--- config.mk ---
export PLATFORM = sky130hd
export DESIGN_NAME = miss_tracker_display
export DESIGN_NICKNAME = d
export VERILOG_FILES = /design/src/rtl/miss_tracker_display.sv
export SDC_FILE = /design/constraint.sdc
export NUM_CORES = 1
export LEC_CHECK = 0
export CORE_UTILIZATION = 60
export DETAILED_ROUTE_END_ITERATION = 6
export MAX_ROUTING_LAYER = met4
export PLACE_DENSITY_LB_ADDON = 0.05
export SYNTH_ARGS = -nofsm -noshare
export SYNTH_HDL_FRONTEND = slang
export SYNTH_SLANG_ARGS = --single-unit
--- constraint.sdc ---
create_clock -name clk -period 3.9 [get_ports clk]
set_input_delay 0.39 -clock clk [delete_from_list [all_inputs] [get_ports clk]]
set_output_delay 0.39 -clock clk [all_outputs]
set_load 0.005 [all_outputs]
--- src/rtl/miss_tracker_display.sv ---
// rtl/miss_tracker_display.sv - miss counter with game-over detection and blinking seven-segment digit
module miss_tracker_display #(
  parameter int MAX_MISSES    = 3,
  parameter int DISPLAY_LIVES = 0,
  parameter int BLINK_HALF    = 12_500_000,
  parameter int FLASH_TOGGLES = 6,
  parameter int CW            = $clog2(MAX_MISSES + 1)
) (
  input  logic          clk,
  input  logic          reset,
  input  logic          game_start,
  input  logic          miss_in,
  output logic [CW-1:0] miss_count,
  output logic [CW-1:0] lives_left,
  output logic          miss_flag,
  output logic          game_over,
  output logic [6:0]    hex_out
);

  localparam int BW = (BLINK_HALF > 1) ? $clog2(BLINK_HALF) : 1;
  localparam int TW = $clog2(FLASH_TOGGLES + 1);
  localparam logic [BW-1:0] BLINK_LAST  = BW'(BLINK_HALF - 1);
  localparam logic [TW-1:0] TOGGLE_LAST = TW'(FLASH_TOGGLES - 1);
  localparam logic [CW-1:0] MAX_C       = CW'(MAX_MISSES);

  typedef enum logic [1:0] {IDLE, PLAY, FLASH, OVER} state_t;

  function automatic logic [6:0] seg7(input logic [3:0] v);
    case (v)
      4'd0:    seg7 = 7'b1000000;
      4'd1:    seg7 = 7'b1111001;
      4'd2:    seg7 = 7'b0100100;
      4'd3:    seg7 = 7'b0110000;
      4'd4:    seg7 = 7'b0011001;
      4'd5:    seg7 = 7'b0010010;
      4'd6:    seg7 = 7'b0000010;
      4'd7:    seg7 = 7'b1111000;
      4'd8:    seg7 = 7'b0000000;
      4'd9:    seg7 = 7'b0010000;
      default: seg7 = 7'b1111111;
    endcase
  endfunction

  localparam logic [6:0] HEX_RST = seg7((DISPLAY_LIVES != 0) ? 4'(MAX_MISSES) : 4'd0);

  state_t        state_q;
  logic          miss_q;
  logic [CW-1:0] count_q;
  logic [CW-1:0] count_d;
  logic          flag_q;
  logic          over_q;
  logic          blank_q;
  logic [BW-1:0] blink_q;
  logic [TW-1:0] toggle_q;
  logic [6:0]    hex_q;
  logic [CW-1:0] disp;
  logic          rise;

  assign rise       = miss_in & ~miss_q;
  assign count_d    = count_q + CW'(1);
  assign lives_left = MAX_C - count_q;
  assign disp       = (DISPLAY_LIVES != 0) ? lives_left : count_q;

  assign miss_count = count_q;
  assign miss_flag  = flag_q;
  assign game_over  = over_q;
  assign hex_out    = hex_q;

  always_ff @(posedge clk) begin
    if (reset) begin
      state_q  <= IDLE;
      miss_q   <= 1'b0;
      count_q  <= '0;
      flag_q   <= 1'b0;
      over_q   <= 1'b0;
      blank_q  <= 1'b0;
      blink_q  <= '0;
      toggle_q <= '0;
      hex_q    <= HEX_RST;
    end else begin
      miss_q <= miss_in;
      flag_q <= 1'b0;
      hex_q  <= blank_q ? 7'b1111111 : seg7(4'(disp));
      // game_start wins over a coincident rise, which is simply dropped
      if (game_start) begin
        state_q  <= PLAY;
        count_q  <= '0;
        over_q   <= 1'b0;
        blank_q  <= 1'b0;
        blink_q  <= '0;
        toggle_q <= '0;
      end else if (rise && (state_q == PLAY || state_q == FLASH)) begin
        count_q  <= count_d;
        flag_q   <= 1'b1;
        blink_q  <= '0;
        toggle_q <= '0;
        if (count_d == MAX_C) begin
          state_q <= OVER;
          over_q  <= 1'b1;
          blank_q <= 1'b0;
        end else begin
          state_q <= FLASH;
          blank_q <= 1'b1;
        end
      end else begin
        case (state_q)
          FLASH: begin
            if (blink_q == BLINK_LAST) begin
              blink_q <= '0;
              if (toggle_q == TOGGLE_LAST) begin
                state_q  <= PLAY;
                blank_q  <= 1'b0;
                toggle_q <= '0;
              end else begin
                toggle_q <= toggle_q + TW'(1);
                blank_q  <= ~blank_q;
              end
            end else begin
              blink_q <= blink_q + BW'(1);
            end
          end
          OVER: begin
            if (blink_q == BLINK_LAST) begin
              blink_q <= '0;
              blank_q <= ~blank_q;
            end else begin
              blink_q <= blink_q + BW'(1);
            end
          end
          default: ;
        endcase
      end
    end
  end

endmodule

==> results of run 1 <==
==> final timing paths <==
path / end / slack [ns] / depth (start not counted)
worst max-delay path: blink_q[11] / 1.50 / 6
worst max register to register: blink_q[11] / 1.50 / 6
worst min register to register: toggle_q[1] / 0.51 / 2
worst min-delay path: toggle_q[1] / 0.51 / 2
==> placed cells by master (no fill, tap or decap), drive strengths merged, types with 2 or more instances in the layout <==
master	instances
dfxtp	41
nand2	19
nand4	5
xor2	14
nor3	7
xnor2	7
nor4	4
and2	2
or2	2
and3	4
clkdlybuf4s50	16
nor2	37
nand3	14
inv	7
clkinv	2
or3	2
nor2b	2
or4	4
a21oi	12
clkbuf	6
o21ai	6
ha	8
==> final cells by class <==
cell class,count,area (sq um)
clock buffer,6,41.3
clock inverter,2,10.0
multi-input combinational,163,992
fill,238,763
timing repair buffer,16,160
sequential,41,821
inverter,7,26.3
tap,31,38.8
==> cells by family (layout without fill, tap and decap cells) <==
| logic type | count (synthesis) | in the layout |
|---|---|---|
| flip-flops | 41 | 41 |
| adder cells (fa/ha/maj) | 8 | 8 |
| AND/OR/NAND/NOR | 109 | 109 |
| buffers and inverters | 13 | 31 |
| XOR/XNOR | 21 | 21 |
| AO/OA/AOI/OAI | 25 | 25 |
==> sequential cells by signal, summed over array words and instances (netlist names) <==
name	flops
miss_count	2
blink_q	24
miss_flag	1
game_over	1
hex_out	6
blank_q	1
state_q	2
miss_q	1
toggle_q	3
==> metal layers <==
| metal | track usage | vias up | share of wire |
|---|---|---|---|
| met5 | - | - | 0 |
| li1 | - | 775 | - |
| met4 | 0.116 | 0 | 0.025 |
| met1 | 0.289 | 737 | 0.44 |
| met3 | 0.0781 | 11 | 0.044 |
| met2 | 0.414 | 39 | 0.49 |
==> report_power, final <==
part / internal [uW] / switching [uW] / total, uW
Sequential: 423 / 3.15 / 426
Clock: 68.8 / 138 / 207
Combinational: 15.0 / 19.3 / 34.3
Total: 507 / 160 / 667
==> stage by stage <==
step                instances  hold WS [ns]  worst slack, ns  power, uW  cell area (sq um)
floorplan                 217         0.457             1.92        457               1870
global placement          258         0.454             1.57        469               2040
detailed placement        258         0.488             1.50        470               2040
CTS                       266         0.504             1.49        671               2090
global route              266         0.537             1.29        694               2090
finish                    266         0.505             1.50        667               2090
==> worst register-to-register path, cell delays in order (launching register included) <==
cell	delay [ns]
dfxtp_1	0.41
ha_1	0.23
or4bb_1	0.51
nor4_2	0.19
nand3_2	0.19
o21ai_2	0.58
nor2_1	0.15
==> run summary, run 1 <==
The number of setup buffers added after CTS is 0. The detail-routed net length per standard cell is 13.8 microns. The top-area cell type share of the netlist area works out to 0.438. The die is 57.9 microns wide.

Among all cell types in the netlist, the one instantiated most often is dfxtp_1. The standard-cell row count came out at 19. The initial DRC count is 66, and the aggregate negative setup slack is 0 ns. The mux share of post-synthesis cell area works out to 0. The run finished, with violations left.

Detailed placement finished with a half-perimeter wire length of 2740 microns. The worst register-to-register path begins at blink_q[0]. The maximum number of buffers from clock root to sink was 2; the buffering stage count on the worst path with inverters included was 0. The wire length of the first global-routing pass was 6290 microns; the max capacitance violation total was 0. The routability congestion estimate from global placement is 0.870.

The path class of the tightest hold or removal check is flip-flop to flip-flop. In this run, synthesis produced a sequential element count of 41. The worst setup path is captured at a flip-flop. Wires add up to 3670 microns.

The share of the synthesized area in compound gates (AO/OA/AOI/OAI) is 0.0788. Counting every net in the synthesized netlist gives 229. The floorplan die height is 57.9 microns, and the maximum cell stage delay along the critical path is 0.58 ns.

Entering global routing, the biggest net connects 18 pins. The number of vias per cell after detailed routing works out to 5.87. The detailed router placed 1,562 vias in this run. The total inserted antenna cells is 0, and the count of flip-flops with a built-in enable after synthesis is 0. Gates resized during post-CTS repair numbered 0. The max-slew violation count was 0. The growth of design area from synthesis to finish is 11.6%, and the count of mapped cells out of synthesis is 217. The initial antenna violation count came out at 0. TritonCTS built the clock tree.

After synthesis, the most frequently instantiated cells are dfxtp_1, nor2_1, nand2_1, xor2_1. Number of buffers added by the clock tree synthesis step: 5. The actual slew at the worst max-slew pin was 0.771 ns; the initial core utilization was 0.657. Most common flop cell mapped by yosys: dfxtp_1. The tools report the maximum vdd drop as 0.000248 V.

The maximum level of the CTS H-tree was 2; the number of iterations in the first detailed-routing pass was 6. The run gives 0.36 ns as the clock insertion delay at the later pin of the skew report. Ranked by total cell area, the synthesized netlist is headed by dfxtp_1, nor2_1, xor2_1. After clock tree synthesis, the clock-pin slew on the worst setup and hold paths is 0.11 ns.

The checks that failed: design-rule violations. The proportion of synthesized chip area in sequential cells is 0.438, and the largest fanout on the critical path is 17. The simple-gate area share of the yosys netlist works out to 0.299.

Setup repair after global routing left no endpoint under its margin. The number of I/O pins is 17, and the power per standard cell area is 319 nW/um^2. The critical path data arrival time is 2.62 ns. The final critical-path share of the clock period came out at 0.616.

The hold buffer count at cts came out at 0. The xor-xnor portion of the synthesized cell area was 0.0982; the number of clock sinks was 41. After synthesis, the largest family of logic cells by area is simple AND/OR/NAND/NOR gates. Maximum achievable frequency: 416 MHz. After layout, the minimum clock period comes to 2.40 ns. The number of nets with antenna violations after routing is 0. A synthesized cell averages 8.63 sq um. The arithmetic-cell share of the synthesized area counting full adders, half adders and majority gates is 0.0534.

Fraction of the core area covered by cells at the end of the flow: 0.732. The logs give 1,465 for the number of global-route vias before repair and 40 for the count of different cell masters after synthesis. The full die area came out at 3350 sq um.

The tools report the sort of element at the start of the critical path as a flip-flop. Setup violations remaining at the end of the flow were counted as 0. The Yosys step of the flow raised 0 warnings. In this design, the largest share of critical-path delay is due to simple AND/OR/NAND/NOR gates.

In the final design database the tool counted 246 nets. The slowest stage cell on the critical path was o21ai_2. The core region is 2850 sq um. After detailed routing, the number of remaining DRC violations is 2.

The critical path is of the flip-flop to flip-flop type. The tools report the data required time of the worst path as 4.12 ns. Cell taking the most area after synthesis: dfxtp_1. For the hold violation count in the final report, the log shows 0.

Clock root buffer: clkbuf_4. The worst hold path begins at toggle_q[1]. Tracing the worst setup path back leads to its startpoint at blink_q[0]. The share of async-settable or async-resettable flops after synthesis works out to 0. For this design the static power due to leakage is 0.000712 uW. The count of buffers added on input and output ports is 16.

The fraction of final layout cells with drive strength greater than 1 was 0.0596; the relative slew slack was 0.485. Summing every instance area after synthesis gives 1870 sq um. Summed over all layers, the global routing overflow is 0. The signal on the critical path passes through ha_1 -> or4bb_1 -> nor4_2 -> nand3_2 -> o21ai_2 -> nor2_1. Between clock sinks in the finished design, the worst skew comes to 0.0128 ns. The tools report the total global routing track utilization as 0.255.
Note: power is estimated with default switching activity, not from simulation.
==> inputs of run 2 (changes only) <==
--- a/config.mk
+++ b/config.mk
@@ -5,7 +5,7 @@
 export SDC_FILE = /design/constraint.sdc
 export NUM_CORES = 1
 export LEC_CHECK = 0
-export CORE_UTILIZATION = 60
+export CORE_UTILIZATION = 56
 export DETAILED_ROUTE_END_ITERATION = 6
 export MAX_ROUTING_LAYER = met4
 export PLACE_DENSITY_LB_ADDON = 0.05
==> constraint.sdc (replaced) <==
create_clock -name clk -period 2.35 [get_ports clk]
set_input_delay 0.235 -clock clk [delete_from_list [all_inputs] [get_ports clk]]
set_output_delay 0.235 -clock clk [all_outputs]
set_load 0.005 [all_outputs]
==> run summary, run 2 (synthesis gave the netlist of run 1 again) <==
The run gives 0 (-2) as the residual DRC count. The detail-routed net length per standard cell is 12.9 microns (-6.6%), and the max capacitance violation total is 0 (unchanged). The hold buffer count at cts is 0 (unchanged). In the layout the commonest cells are dfxtp_1, nor2_1, nand2_1.

Number of setup buffers added after CTS: 0 (unchanged). The actual slew at the worst max-slew pin is 0.670 ns (-0.101 ns). The number of global-route vias before repair was 1,415 (-3.4%); the hold violation count in the final report was 0 (unchanged). The full die area was 3580 sq um (+6.9%).

The clock transition at the registers of the reported paths works out to 0.12 ns (about the same). The flip-flop count of the largest register after layout is 24 (unchanged), and the number of clock sinks is 41 (unchanged). For the standard-cell row count, the log shows 20 (+1).

The aggregate negative setup slack is 0 ns (unchanged). The run gives 0.23 ns (-1.27 ns) as the internal reg-to-reg setup slack. The number of instances resized during post-cts repair is 0 (unchanged). The run gives 0.477 ns (-0.0287 ns) as the final hold slack. The tools report the number of iterations in the first detailed-routing pass as 4 (-2). The worst setup path is launched from a flip-flop.

The estimated wirelength of the detail-placed design is 2660 microns (-3.0%), and the initial antenna violation count is 0 (unchanged). TritonCTS built the clock tree. The power per standard cell area was 516 nW/um^2 (+62%); the smallest setup slack after layout was 0.232 ns (-1.27 ns). Among all stages on the critical path, the largest delay is contributed by or4bb_1. The start point of the worst hold path was miss_in. The total inserted antenna cells is 0 (unchanged), and the path length in cells of the critical path is 7 (+1).

Total global routing track utilization: 0.239 (-0.0161). In this run the clock root is driven by a clkbuf_4. Final global-route overflow total: 0 (unchanged).

Relative to the synthesized area, the layout overhead comes to 14.9%. The final critical-path share of the clock period is 0.901 (+0.285). The origin of the worst setup path was blink_q[0]. The logs give 2 (unchanged) for the maximum number of buffers from clock root to sink and 0.312 (+0.0231) for the met1 track utilization from global routing.

Launching point of the worst reg2reg path: blink_q[0]. The maximum vdd drop was 0.000422 V (+70%). met2 is the most crowded layer. The largest fanout on the critical path came out at 17 (unchanged). The flow ran to the end, and the final reports show no timing, DRC or antenna violations. The path type of the worst setup path is flip-flop to flip-flop.

The static leakage is 0.000735 uW (+3.1%), and the maximum cell stage delay along the critical path is 0.51 ns (-0.07 ns). The global-route met2 utilization is 0.357 (-0.0567). blink_q holds more flip-flops than any other register.

The number of buffers inserted by port buffering was 16 (unchanged). The logs give 1,541 (-1.3%) for the total via count in the routed design and 472 MHz (+13%) for the maximum achievable frequency. Setup repair after global routing left no endpoint under its margin.

For the number of buffers added by the clock tree synthesis step, the log shows 5 (unchanged). The met3 routing resource usage after global routing came out at 0.0649 (-0.0132). The x dimension of the die came out at 59.8 microns (+3.4%). Dominant delay contributor by cell family on the critical path: simple AND/OR/NAND/NOR gates.

The floorplan die height was 59.8 microns (+3.4%); the wire length of the first global-routing pass was 6190 microns (-1.6%). The critical path data arrival time came out at 2.36 ns (-0.26 ns). The fraction of final layout cells with drive strength greater than 1 was 0.0788 (+0.0193).

The tools report the worst slack at placement as 0.257 ns (-1.25 ns). The maximum level of the CTS H-tree was 2 (unchanged). The worst setup path is captured at a flip-flop. The final setup violation count came out at 0 (unchanged). The initial core utilization was 0.604 (-0.0529); the max-slew violation count was 0 (unchanged). The endpoint identified for the worst register-to-register timing path is blink_q[19]. Number of I/O pins: 17 (unchanged).

The buffering stage count on the worst path with inverters included was 1 (+1). The shortest period the worst path allows is 2.12 ns (-0.285 ns). The worst hold path belongs to the class input pin to flip-flop.

Final layout net count: 252 (+2.4%). The routability congestion estimate from global placement was 0.836 (-3.9%); the data required time of the worst path was 2.60 ns (-1.52 ns). Initial DRC count: 94 (+42%). The largest clock skew in the final design came out at 0.0130 ns (+0.000218 ns). The library cell used most frequently in the layout, excluding fill and tap cells, is dfxtp_1. The run gives 3670 microns (about the same) as the post-detailed-routing wire length.

The worst reg-to-reg path cell count came out at 7 (+1). Walking the worst path, the cells encountered are ha_1 -> or4bb_1 -> nor4_2 -> nand3_2 -> o21ai_2 -> buf_4 -> nor2_1. The tools report the number of nets with antenna violations after routing as 0 (unchanged). The logs give 0.549 (+0.0647) for the relative slew slack and 0.35 ns (about the same) for the clock insertion delay at the later pin of the skew report. The run gives 18 (unchanged) as the maximum number of pins on one net before global-route repair. The run gives 3100 sq um (+8.8%) as the area of the core region. The critical path ends at blink_q[19]. The number of vias per cell after detailed routing came out at 5.41 (-7.9%).
[run 2: changes by cell type in the layout (fill, tap and decap cells not counted), sizes merged]
cell      delta
clkbuf       +1
clkinv       -2
clkinvlp     +1
buf          +6
[run 2: per-stage QoR]
step	std cells	util	total power [uW]	cell area (sq um)
finish	285	0.694	1110	2150
global route	285	0.694	1160	2150
CTS	285	0.694	1120	2150
detailed placement	277	0.677	786	2100
global placement	277	0.677	785	2100
floorplan	217	-	759	1870
[run 2: area by class of cell]
class                   count  area, sq um
clock buffers               7         45.0
clock inverters             1         7.51
fillers                   275          951
inverters                   7         26.3
multi-input cells         163          992
flip-flops and latches     41          821
well taps                  44         55.1
repair buffers             22          205
[run 2: how the worst min path moves through the flow]
stage / to / slack, ns / cells after the start
after global routing: miss_q / 0.46 / 2
after global placement: game_over / 0.45 / 2
final: miss_q / 0.48 / 2
after detailed placement: game_over / 0.47 / 2
after floorplan: hex_out[1] / 0.30 / 1
after CTS: miss_q / 0.47 / 2
[run 2: metal layers]
metal | part of all wire | wire length [microns]
met5 | 0 | 0
met4 | 0.013 | 48
met3 | 0.042 | 156
met2 | 0.45 | 1640
met1 | 0.50 | 1830
[run 2: power breakdown]
part	switching [uW]	internal (uW)
clock	222	118
combinational	34.2	29.4
sequential	5.32	702
total	261	850
==> inputs of run 3 (changes only) <==
--- a/config.mk
+++ b/config.mk
@@ -5,8 +5,9 @@
 export SDC_FILE = /design/constraint.sdc
 export NUM_CORES = 1
 export LEC_CHECK = 0
-export CORE_UTILIZATION = 56
+export CORE_UTILIZATION = 60
 export DETAILED_ROUTE_END_ITERATION = 6
+export DONT_BUFFER_PORTS = 1
 export MAX_ROUTING_LAYER = met4
 export PLACE_DENSITY_LB_ADDON = 0.05
 export SYNTH_ARGS = -nofsm -noshare
==> run summary, run 3 (synthesis gave the netlist of run 1 again) <==
The flow ran to the end, but the final reports show violations. The final reports fail on design-rule violations. Detail-routed net length per standard cell: 14.3 microns (+11%). The largest fanout on the critical path was 17 (unchanged); the data required time of the worst path was 2.60 ns (about the same). The top cell types in the final layout, fill and taps aside, are dfxtp_1, nor2_1, nand2_1. The actual slew at the worst max-slew pin was 0.691 ns (+0.0212 ns). For the maximum achievable frequency, the log shows 459 MHz (-2.7%). The slowest stage of the critical path belongs to the cell or4bb_1. The run gives 0.579 (-0.058) as the relative contribution of sequential cells to total power. The clock insertion delay at the later pin of the skew report was 0.35 ns (about the same); the final layout net count was 234 (-7.1%). The run gives 2 (unchanged) as the maximum level of the CTS H-tree.

The share of power burned in the clock network is 0.383 (+0.077), and the relative slew slack is 0.535 (-0.0142). The tools report the number of nets with antenna violations after routing as 0 (unchanged). Final global-route overflow total: 0 (unchanged). The total inserted antenna cells is 0 (unchanged), and the maximum number of pins on one net before global-route repair is 18 (unchanged).

The tools report the final setup violation count as 0 (unchanged). The maximum vdd drop was 0.000420 V (-0.54%); the power per standard cell area was 614 nW/um^2 (+19%). The post-detailed-routing wire length came out at 3630 microns (-1.1%). The run gives 0.250 (+0.0113) as the total global routing track utilization. The tools report the initial antenna violation count as 0 (unchanged). The worst setup path is captured at a flip-flop.

The number of instances resized during post-cts repair was 0 (unchanged). The depth of the worst hold-timing path was 1 (-1). The fraction of the core area covered by cells at the end of the flow was 0.699 (+0.00557).

The max-slew violation count was 0 (unchanged); the number of clock sinks was 41 (unchanged). The signal on the critical path passes through ha_1 -> or4bb_1 -> nor4_2 -> nand3_2 -> o21ai_2 -> buf_4 -> nor2_1. The logs give 280 uW (+7.2%) for the reported net switching power and 0 (unchanged) for the hold violation count in the final report. The growth of design area from synthesis to finish was 6.48%; the area of the core region was 2850 sq um (-8.1%).

More flip-flops sit in one register than any other, and that register is blink_q. Final critical-path share of the clock period: 0.927 (+0.0254). The initial DRC count was 60 (-36%). The fraction of final layout cells with drive strength greater than 1 came out at 0.0807 (+0.00188). For the largest clock skew in the final design, the log shows 0.00983 ns (-0.00321 ns).

The aggregate negative setup slack is 0 ns (unchanged), and the full die area is 3350 sq um (-6.5%). The logs give 1,502 (-2.5%) for the total via count in the routed design and 0.841 (+0.62%) for the routability congestion estimate from global placement. The static leakage was 0.000681 uW (-7.3%). Clock root buffer: clkbuf_4. Leaving out fill and tap cells, the most frequent cell in the layout is dfxtp_1. The combinational fraction of design power was 0.038 (-0.019); the critical path data arrival time was 2.43 ns (+0.07 ns). The dominant delay contributor by cell family on the critical path was simple AND/OR/NAND/NOR gates. The fraction of power spent switching nets is 0.229 (-0.00628), and the standard-cell row count is 19 (-5.0%).

Setup repair after global routing left no endpoint under its margin. The clock transition at the registers of the reported paths was 0.13 ns (about the same). The number of I/O pins is 17 (unchanged), and the number of buffers inserted by port buffering is 0 (-16). TritonCTS built the clock tree. The shortest period the worst path allows is 2.18 ns (+0.0596 ns), and the maximum number of buffers from clock root to sink is 2 (unchanged). The number of iterations in the first detailed-routing pass is 7 (+3), and the maximum cell stage delay along the critical path is 0.52 ns (about the same). The min-delay analysis places its worst path in the category input pin to flip-flop. The count of fill cells added during filler insertion is 238 (-13%), and the buffering stage count on the worst path with inverters included is 1 (unchanged). The run gives 5 (unchanged) as the number of buffers added by the clock tree synthesis step. The floorplan die height is 57.9 microns (-3.3%), and the path length in cells of the critical path is 7 (unchanged).

Number of global-route vias before repair: 1,349 (-4.7%). The flip-flop count of the largest register after layout is 24 (unchanged), and the internal portion of total power is 944 uW (+11%). The max capacitance violation total is 0 (unchanged), and the estimated wirelength of the detail-placed design is 2600 microns (-2.2%). STA classifies the critical path startpoint as a flip-flop.

The run gives 0.657 (+0.0529) as the initial core utilization. The residual DRC count is 1 (+1). Number of vias per cell after detailed routing: 5.91 (+9.4%). The worst reg-to-reg path cell count is 7 (unchanged). Wire length of the first global-routing pass: 6110 microns (-1.3%). The x dimension of the die came out at 57.9 microns (-3.3%). Path type of the worst setup path: flip-flop to flip-flop.
## run 3: stage by stage
stage | hold slack, ns | worst slack [ns] | total power [uW] | cell area [sq um] | instances
final | 0.0191 | 0.172 | 1220 | 1990 | 254
after global routing | 0.00505 | 0.0628 | 1270 | 1990 | 254
after CTS | 0.0113 | 0.186 | 1230 | 1990 | 254
after detailed placement | 0.304 | 0.225 | 767 | 1900 | 245
after global placement | 0.304 | 0.261 | 765 | 1900 | 245
after floorplan | 0.302 | 0.374 | 759 | 1870 | 217
## run 3: routing by layer
layer / track usage / share of wire / wire (microns)
met4: 0.0918 / 0.014 / 52
met5: - / 0 / 0
met2: 0.389 / 0.47 / 1720
met3: 0.0625 / 0.045 / 165
met1: 0.316 / 0.47 / 1690
## run 3: final timing paths
kind          startpoint     endpoint  slack, ns
max           blink_q[0]   blink_q[8]       0.17
min              miss_in       miss_q       0.02
max reg2reg   blink_q[0]   blink_q[8]       0.17
min reg2reg  toggle_q[2]  toggle_q[2]       0.51
## run 3: power by group through the flow
stage               sequential (uW)  combinational [uW]  clock, uW
global placement                724                41.6          0
CTS                             708                46.1        477
floorplan                       723                36.5          0
detailed placement              724                43.0          0
global route                    710                52.0        509
finish                          708                46.3        469
## run 3: repair_timing
action,4_1_cts,5_1_grt
endpoints found under the hold margin,7,0
hold buffers,1,0
buffers inserted,0,0
## run 3: layout make-up
| cell class | instances | area [sq um] | share of cell area |
|---|---|---|---|
| multi-input cells | 163 | 992 | 0.497 |
| flip-flops and latches | 41 | 821 | 0.412 |
| clock inverters | 3 | 46.3 | 0.0232 |
| well taps | 31 | 38.8 | 0.0194 |
| clock buffers | 5 | 37.5 | 0.0188 |
| repair buffers | 4 | 32.5 | 0.0163 |
| inverters | 7 | 26.3 | 0.0132 |
